**src/rtl/pagamento_parametrizado.sv**
```systemverilog
// pagamento_parametrizado: parametrised coffee-machine payment controller.
// Accumulates credit against a latched product price and returns change or refunds as unit pulses.
module pagamento_parametrizado #(
    parameter int CREDIT_W       = 5,
    parameter int PRECO0         = 2,
    parameter int PRECO1         = 4,
    parameter int PRECO2         = 5,
    parameter int PRECO3         = 8,
    parameter int VALOR1         = 2,
    parameter int VALOR2         = 5,
    parameter int VALOR3         = 10,
    parameter int TIMEOUT_CICLOS = 1000
) (
    input  logic                CLK,
    input  logic                RESET,
    input  logic                INICIAR,
    input  logic [1:0]          PRODUTO,
    input  logic                CEDULA_VALIDA,
    input  logic [1:0]          CEDULA,
    input  logic                CANCELAR,
    output logic [1:0]          SAIDA,
    output logic [CREDIT_W-1:0] CREDITO,
    output logic                LIBERAR,
    output logic                TROCO_PULSO,
    output logic                REJEITADA,
    output logic                OCUPADO
);
    localparam int SOMA_W  = CREDIT_W + 1;
    localparam int TIMER_W = $clog2(TIMEOUT_CICLOS);
    localparam logic [TIMER_W-1:0] TIMER_FIM = TIMER_W'(TIMEOUT_CICLOS - 1);

    typedef enum logic [1:0] {AGUARDANDO, RECEBENDO, PAGO, DEVOLVENDO} estado_t;

    estado_t             estado, estado_d;
    logic [CREDIT_W-1:0] credito, credito_d;
    logic [CREDIT_W-1:0] preco, preco_d;
    logic [TIMER_W-1:0]  timer, timer_d;
    logic                resultado, resultado_d;   // 1 = paid, 0 = refunded
    logic                rejeitada, rejeitada_d;
    logic                recusa, recusa_d;         // zero-credit refund shown for one idle cycle
    logic [SOMA_W-1:0]   valor, soma;
    logic                aceita;

    function automatic logic [CREDIT_W-1:0] preco_de(input logic [1:0] p);
        case (p)
            2'b00:   return CREDIT_W'(PRECO0);
            2'b01:   return CREDIT_W'(PRECO1);
            2'b10:   return CREDIT_W'(PRECO2);
            default: return CREDIT_W'(PRECO3);
        endcase
    endfunction

    always_comb begin
        case (CEDULA)
            2'b01:   valor = SOMA_W'(VALOR1);
            2'b10:   valor = SOMA_W'(VALOR2);
            2'b11:   valor = SOMA_W'(VALOR3);
            default: valor = '0;
        endcase
    end

    // One extra bit catches overflow instead of letting the credit wrap.
    assign soma   = {1'b0, credito} + valor;
    assign aceita = CEDULA_VALIDA && (CEDULA != 2'b00) && !soma[CREDIT_W];

    always_comb begin
        // NOTE: every signal gets a default first so no branch can infer a latch.
        estado_d    = estado;
        credito_d   = credito;
        preco_d     = preco;
        timer_d     = timer;
        resultado_d = resultado;
        rejeitada_d = 1'b0;
        recusa_d    = 1'b0;

        case (estado)
            AGUARDANDO: begin
                rejeitada_d = CEDULA_VALIDA;
                if (INICIAR) begin
                    preco_d   = preco_de(PRODUTO);
                    credito_d = '0;
                    timer_d   = '0;
                    estado_d  = RECEBENDO;
                end
            end
            RECEBENDO: begin
                if (credito >= preco) begin
                    rejeitada_d = CEDULA_VALIDA;
                    estado_d    = PAGO;
                end else if (CANCELAR || (!aceita && timer == TIMER_FIM)) begin
                    rejeitada_d = CEDULA_VALIDA;
                    resultado_d = 1'b0;
                    if (credito == '0) begin
                        estado_d = AGUARDANDO;
                        recusa_d = 1'b1;
                    end else begin
                        estado_d = DEVOLVENDO;
                    end
                end else if (aceita) begin
                    credito_d = soma[CREDIT_W-1:0];
                    timer_d   = '0;
                end else begin
                    rejeitada_d = CEDULA_VALIDA;
                    timer_d     = timer + 1'b1;
                end
            end
            PAGO: begin
                rejeitada_d = CEDULA_VALIDA;
                resultado_d = 1'b1;
                credito_d   = credito - preco;
                estado_d    = (credito == preco) ? AGUARDANDO : DEVOLVENDO;
            end
            default: begin
                rejeitada_d = CEDULA_VALIDA;
                if (credito <= CREDIT_W'(1)) begin
                    credito_d = '0;
                    estado_d  = AGUARDANDO;
                end else begin
                    credito_d = credito - 1'b1;
                end
            end
        endcase
    end

    always_ff @(posedge CLK) begin
        // NOTE: non-blocking so every register updates from pre-edge values.
        if (RESET) begin
            estado    <= AGUARDANDO;
            credito   <= '0;
            preco     <= '0;
            timer     <= '0;
            resultado <= 1'b0;
            rejeitada <= 1'b0;
            recusa    <= 1'b0;
        end else begin
            estado    <= estado_d;
            credito   <= credito_d;
            preco     <= preco_d;
            timer     <= timer_d;
            resultado <= resultado_d;
            rejeitada <= rejeitada_d;
            recusa    <= recusa_d;
        end
    end

    always_comb begin
        case (estado)
            AGUARDANDO: SAIDA = recusa ? 2'b10 : 2'b00;
            RECEBENDO:  SAIDA = 2'b01;
            PAGO:       SAIDA = 2'b11;
            default:    SAIDA = resultado ? 2'b11 : 2'b10;
        endcase
    end

    assign CREDITO     = credito;
    assign LIBERAR     = (estado == PAGO);
    assign TROCO_PULSO = (estado == DEVOLVENDO) && (credito != '0);
    assign REJEITADA   = rejeitada;
    assign OCUPADO     = (estado != AGUARDANDO);
endmodule
```
**config.mk**
```make
export PLATFORM = sky130hd
export DESIGN_NAME = pagamento_parametrizado
export DESIGN_NICKNAME = d
export VERILOG_FILES = /design/src/rtl/pagamento_parametrizado.sv
export SDC_FILE = /design/constraint.sdc
export NUM_CORES = 1
export LEC_CHECK = 0
export ABC_AREA = 1
export CORE_UTILIZATION = 45
export CTS_BUF_LIST = sky130_fd_sc_hd__clkbuf_8
export DETAILED_ROUTE_END_ITERATION = 10
export PLACE_DENSITY_LB_ADDON = 0.3
export SETUP_SLACK_MARGIN = 0.5
export SYNTH_ARGS = -nofsm -noshare
export SYNTH_HDL_FRONTEND = slang
export SYNTH_SLANG_ARGS = --single-unit
```
**constraint.sdc**
```tcl
create_clock -name CLK -period 2 [get_ports CLK]
set_clock_uncertainty 0.05 [all_clocks]
set_input_delay 0.4 -clock CLK [delete_from_list [all_inputs] [get_ports CLK]]
set_output_delay 0.4 -clock CLK [all_outputs]
set_load 0.03 [all_outputs]
```
==> flow_metrics.py <==
metrics = {
    "timing": {
        "fin_crit_sh": 0.989,
        "min_period_ns": 1.98,
        "slew_headroom": 0.603,
        "slew_violations": 0,
        "setup_slack_ns": 0.0227,
        "setup_viol": 0,
        "rsz0062_at_grt": "yes",
        "max_freq_mhz": 506,
        "finalHoldViolCount": 0,
        "worstMarginPinSlew_ns": 0.595,
    },
    "worst_setup_path": {
        "reg2reg_depth": 9,
        "critPathKind": "flip-flop to flip-flop",
        "cp.required_ns": 2.11,
        "worstPathArrival_ns": 2.09,
        "path_max_fanout": 9,
        "startpoint_type": "flip-flop",
        "critPathCaptureType": "flip-flop",
    },
    "global_routing": {
        "overflow": 0,
        "antenna_found_initial": 0,
        "grt_first_pass_wirelength_um": 10000,
        "grt_pass1_vias": 2262,
        "grt_usage": 0.286,
        "grt_max_degree": 16,
    },
    "power_and_ir_drop": {
        "p_clk_frac": 0.078,
        "total_leakage_power_nw": 1.36,
        "p_per_area_nw_per_um2": 1450,
        "p_sw_w": 0.00221,
        "switching_share": 0.480,
        "ir_drop_mv": 0.870,
        "pwr-share-seq": 0.169,
        "pwr-share-comb": 0.753,
        "internal_power_w": 0.00239,
        "finalPower_w": 0.00459,
    },
    "finish": {
        "drive_gt1_frac": 0.441,
        "nets": 403,
        "final_cell_mix": "nand2_1 (61), buf_4 (34), inv_1 (25), nor2_1 (25), buf_6 (23)",
        "n_antenna_cell": 0,
        "syn2layout_area_growth_pct": 58.4,
        "nFillCells": 289,
        "final_common_cell": "nand2_1",
        "design_area_um2": 3160,
    },
    "floorplanning": {
        "initial_core_util": 0.485,
        "dieArea_um2": 4700,
        "coreArea_um2": 4120,
        "num_rows": 23,
        "die_x_um": 68.6,
        "die_h_um": 68.6,
        "num_io_pins": 20,
    },
    "detailed_routing": {
        "drtAntennaViolNets": 0,
        "wl_per_cell_um": 15.8,
        "drt_wl_total_um": 6720,
        "viasPerCell": 5.52,
        "drt_iter0_drc": 183,
        "drc": 0,
        "drt_pre_antenna_iters": 4,
        "vias": 2340,
    },
    "place": {
        "gp_congestion": 0.905,
        "pre_cts_ws_ns": -0.548,
        "placed_area_um2": 2580,
        "place_hpwl_um": 3960,
        "io_buffers": 19,
    },
    "min_path": {
        "hp-class": "flip-flop to flip-flop",
        "whs_path_depth": 2,
    },
    "synth": {
        "synth_nets": 331,
        "syn_area_per_cell_um2": 6.58,
        "synthDistinctLibCells": 33,
        "syn_area_um2": 1990,
        "seq_area_frac_synth": 0.241,
        "synth_edf_count": 0,
        "synth_seq_cells": 24,
        "ys_warn_count": 0,
        "synth_ff_type": "dfxtp_1",
        "syn-instance-count": 303,
        "async_flop_share": 0,
    },
    "clock_network": {
        "htreeDepth": 1,
        "clockRootBuffer": "clkbuf_8",
        "clk_path_buf_depth": 2,
        "clkLatencyLatePin_ns": 0.28,
        "numCtsBuffers": 3,
        "cts_sinks": 24,
        "cts_hold_buffers": 0,
        "clk_pin_slew_ns": 0.10,
        "cts_tree": "yes",
    },
    "status": {
        "status": "complete, no violations",
    },
    "run": {
        "cap_violations": 0,
    },
}
-- critical path, cell delays in order, from the launching register on --
cell and delay (ns):
dfxtp_4 0.37, ha_4 0.27, nand3_4 0.09, nor2_4 0.04
nor3_2 0.23, nand3b_1 0.18, a21oi_2 0.24, nand2_4 0.12
o21ai_1 0.17, a21oi_1 0.08
-- final cells by class --
cell class / instances / area [um^2] / share of cell area
sequential: 24 / 508 / 0.161
inverter: 42 / 178 / 0.0562
multi-input combinational: 232 / 1700 / 0.538
tap: 50 / 62.6 / 0.0198
clock buffer: 4 / 55.1 / 0.0174
timing repair buffer: 72 / 656 / 0.208
-- per-layer routing --
layer,routed length (um),global-route usage
met1,2700,0.327
met2,3480,0.512
met3,287,0.0378
met4,259,0.154
met5,0,0
-- synthesized netlist by cell type, types with 2 or more instances --
master / n / area (um^2)
dfxtp_1: 24 / 480
inv_1: 38 / 143
ha_1: 17 / 213
nor3_1: 4 / 20.0
buf_6: 2 / 22.5
fa_1: 2 / 40.0
nor2_1: 28 / 105
o21ai_0: 17 / 85.1
nand3b_1: 2 / 15.0
xor2_1: 2 / 17.5
a21oi_2: 5 / 43.8
nor3_2: 2 / 20.0
nand2_2: 8 / 50.1
nand4_1: 6 / 37.5
nand3_1: 24 / 120
inv_2: 3 / 11.3
nand2_1: 74 / 278
xnor2_1: 2 / 17.5
clkbuf_1: 2 / 7.51
nor4_1: 2 / 12.5
nand3_2: 4 / 40.0
a21oi_1: 22 / 110
nand2_4: 3 / 33.8
-- metrics by stage --
stage	cells	setup TNS [ns]	util	hold slack [ns]
floorplan	303	0	-	0.390
global placement	395	-8.33	0.627	0.421
detailed placement	395	-9.22	0.627	0.419
CTS	417	0	0.721	0.432
global route	424	-0.589	0.768	0.440
finish	424	0	0.768	0.420
-- path summary, 6_finish.rpt --
path | startpoint | endpoint | slack (ns)
worst max-delay path | CREDITO[3] | CREDITO[2] | 0.02
worst min-delay path | resultado | resultado | 0.42
worst max register to register | CREDITO[3] | CREDITO[2] | 0.02
worst min register to register | resultado | resultado | 0.42
-- registers in the layout, summed over array words and instances (netlist names) --
register,count
resultado,1
CREDITO,5
recusa,1
estado,2
REJEITADA,1
timer,10
preco,4
-- timing repair --
item / CTS / global route
setup buffers: 17 / 7
resized for setup: 93 / 44
setup endpoints to repair: 31 / 29
gates cloned: 1 / 0
hold endpoints to repair: 0 / 0
pin swaps: 32 / 21
-- power by group through the flow --
stage | Clock, W | Combinational (W) | Sequential, W
3_3_place_gp | 0 | 0.00228 | 0.000762
4_1_cts | 0.000357 | 0.00298 | 0.000750
5_1_grt | 0.000381 | 0.00370 | 0.000793
2_1_floorplan | 0 | 0.00153 | 0.000837
3_5_place_dp | 0 | 0.00232 | 0.000768
6_report | 0.000357 | 0.00346 | 0.000778
-- cell families (layout without fill, tap and decap cells) --
group,after synthesis,after routing,synth area share
buffers and inverters,48,118,0.0991
AND/OR/NAND/NOR,159,160,0.373
flip-flops,24,24,0.241
adder cells (fa/ha/maj),19,19,0.127
AO/OA/AOI/OAI,49,49,0.142
XOR/XNOR,4,4,0.0176
Note: power is estimated with default switching activity, not from simulation.
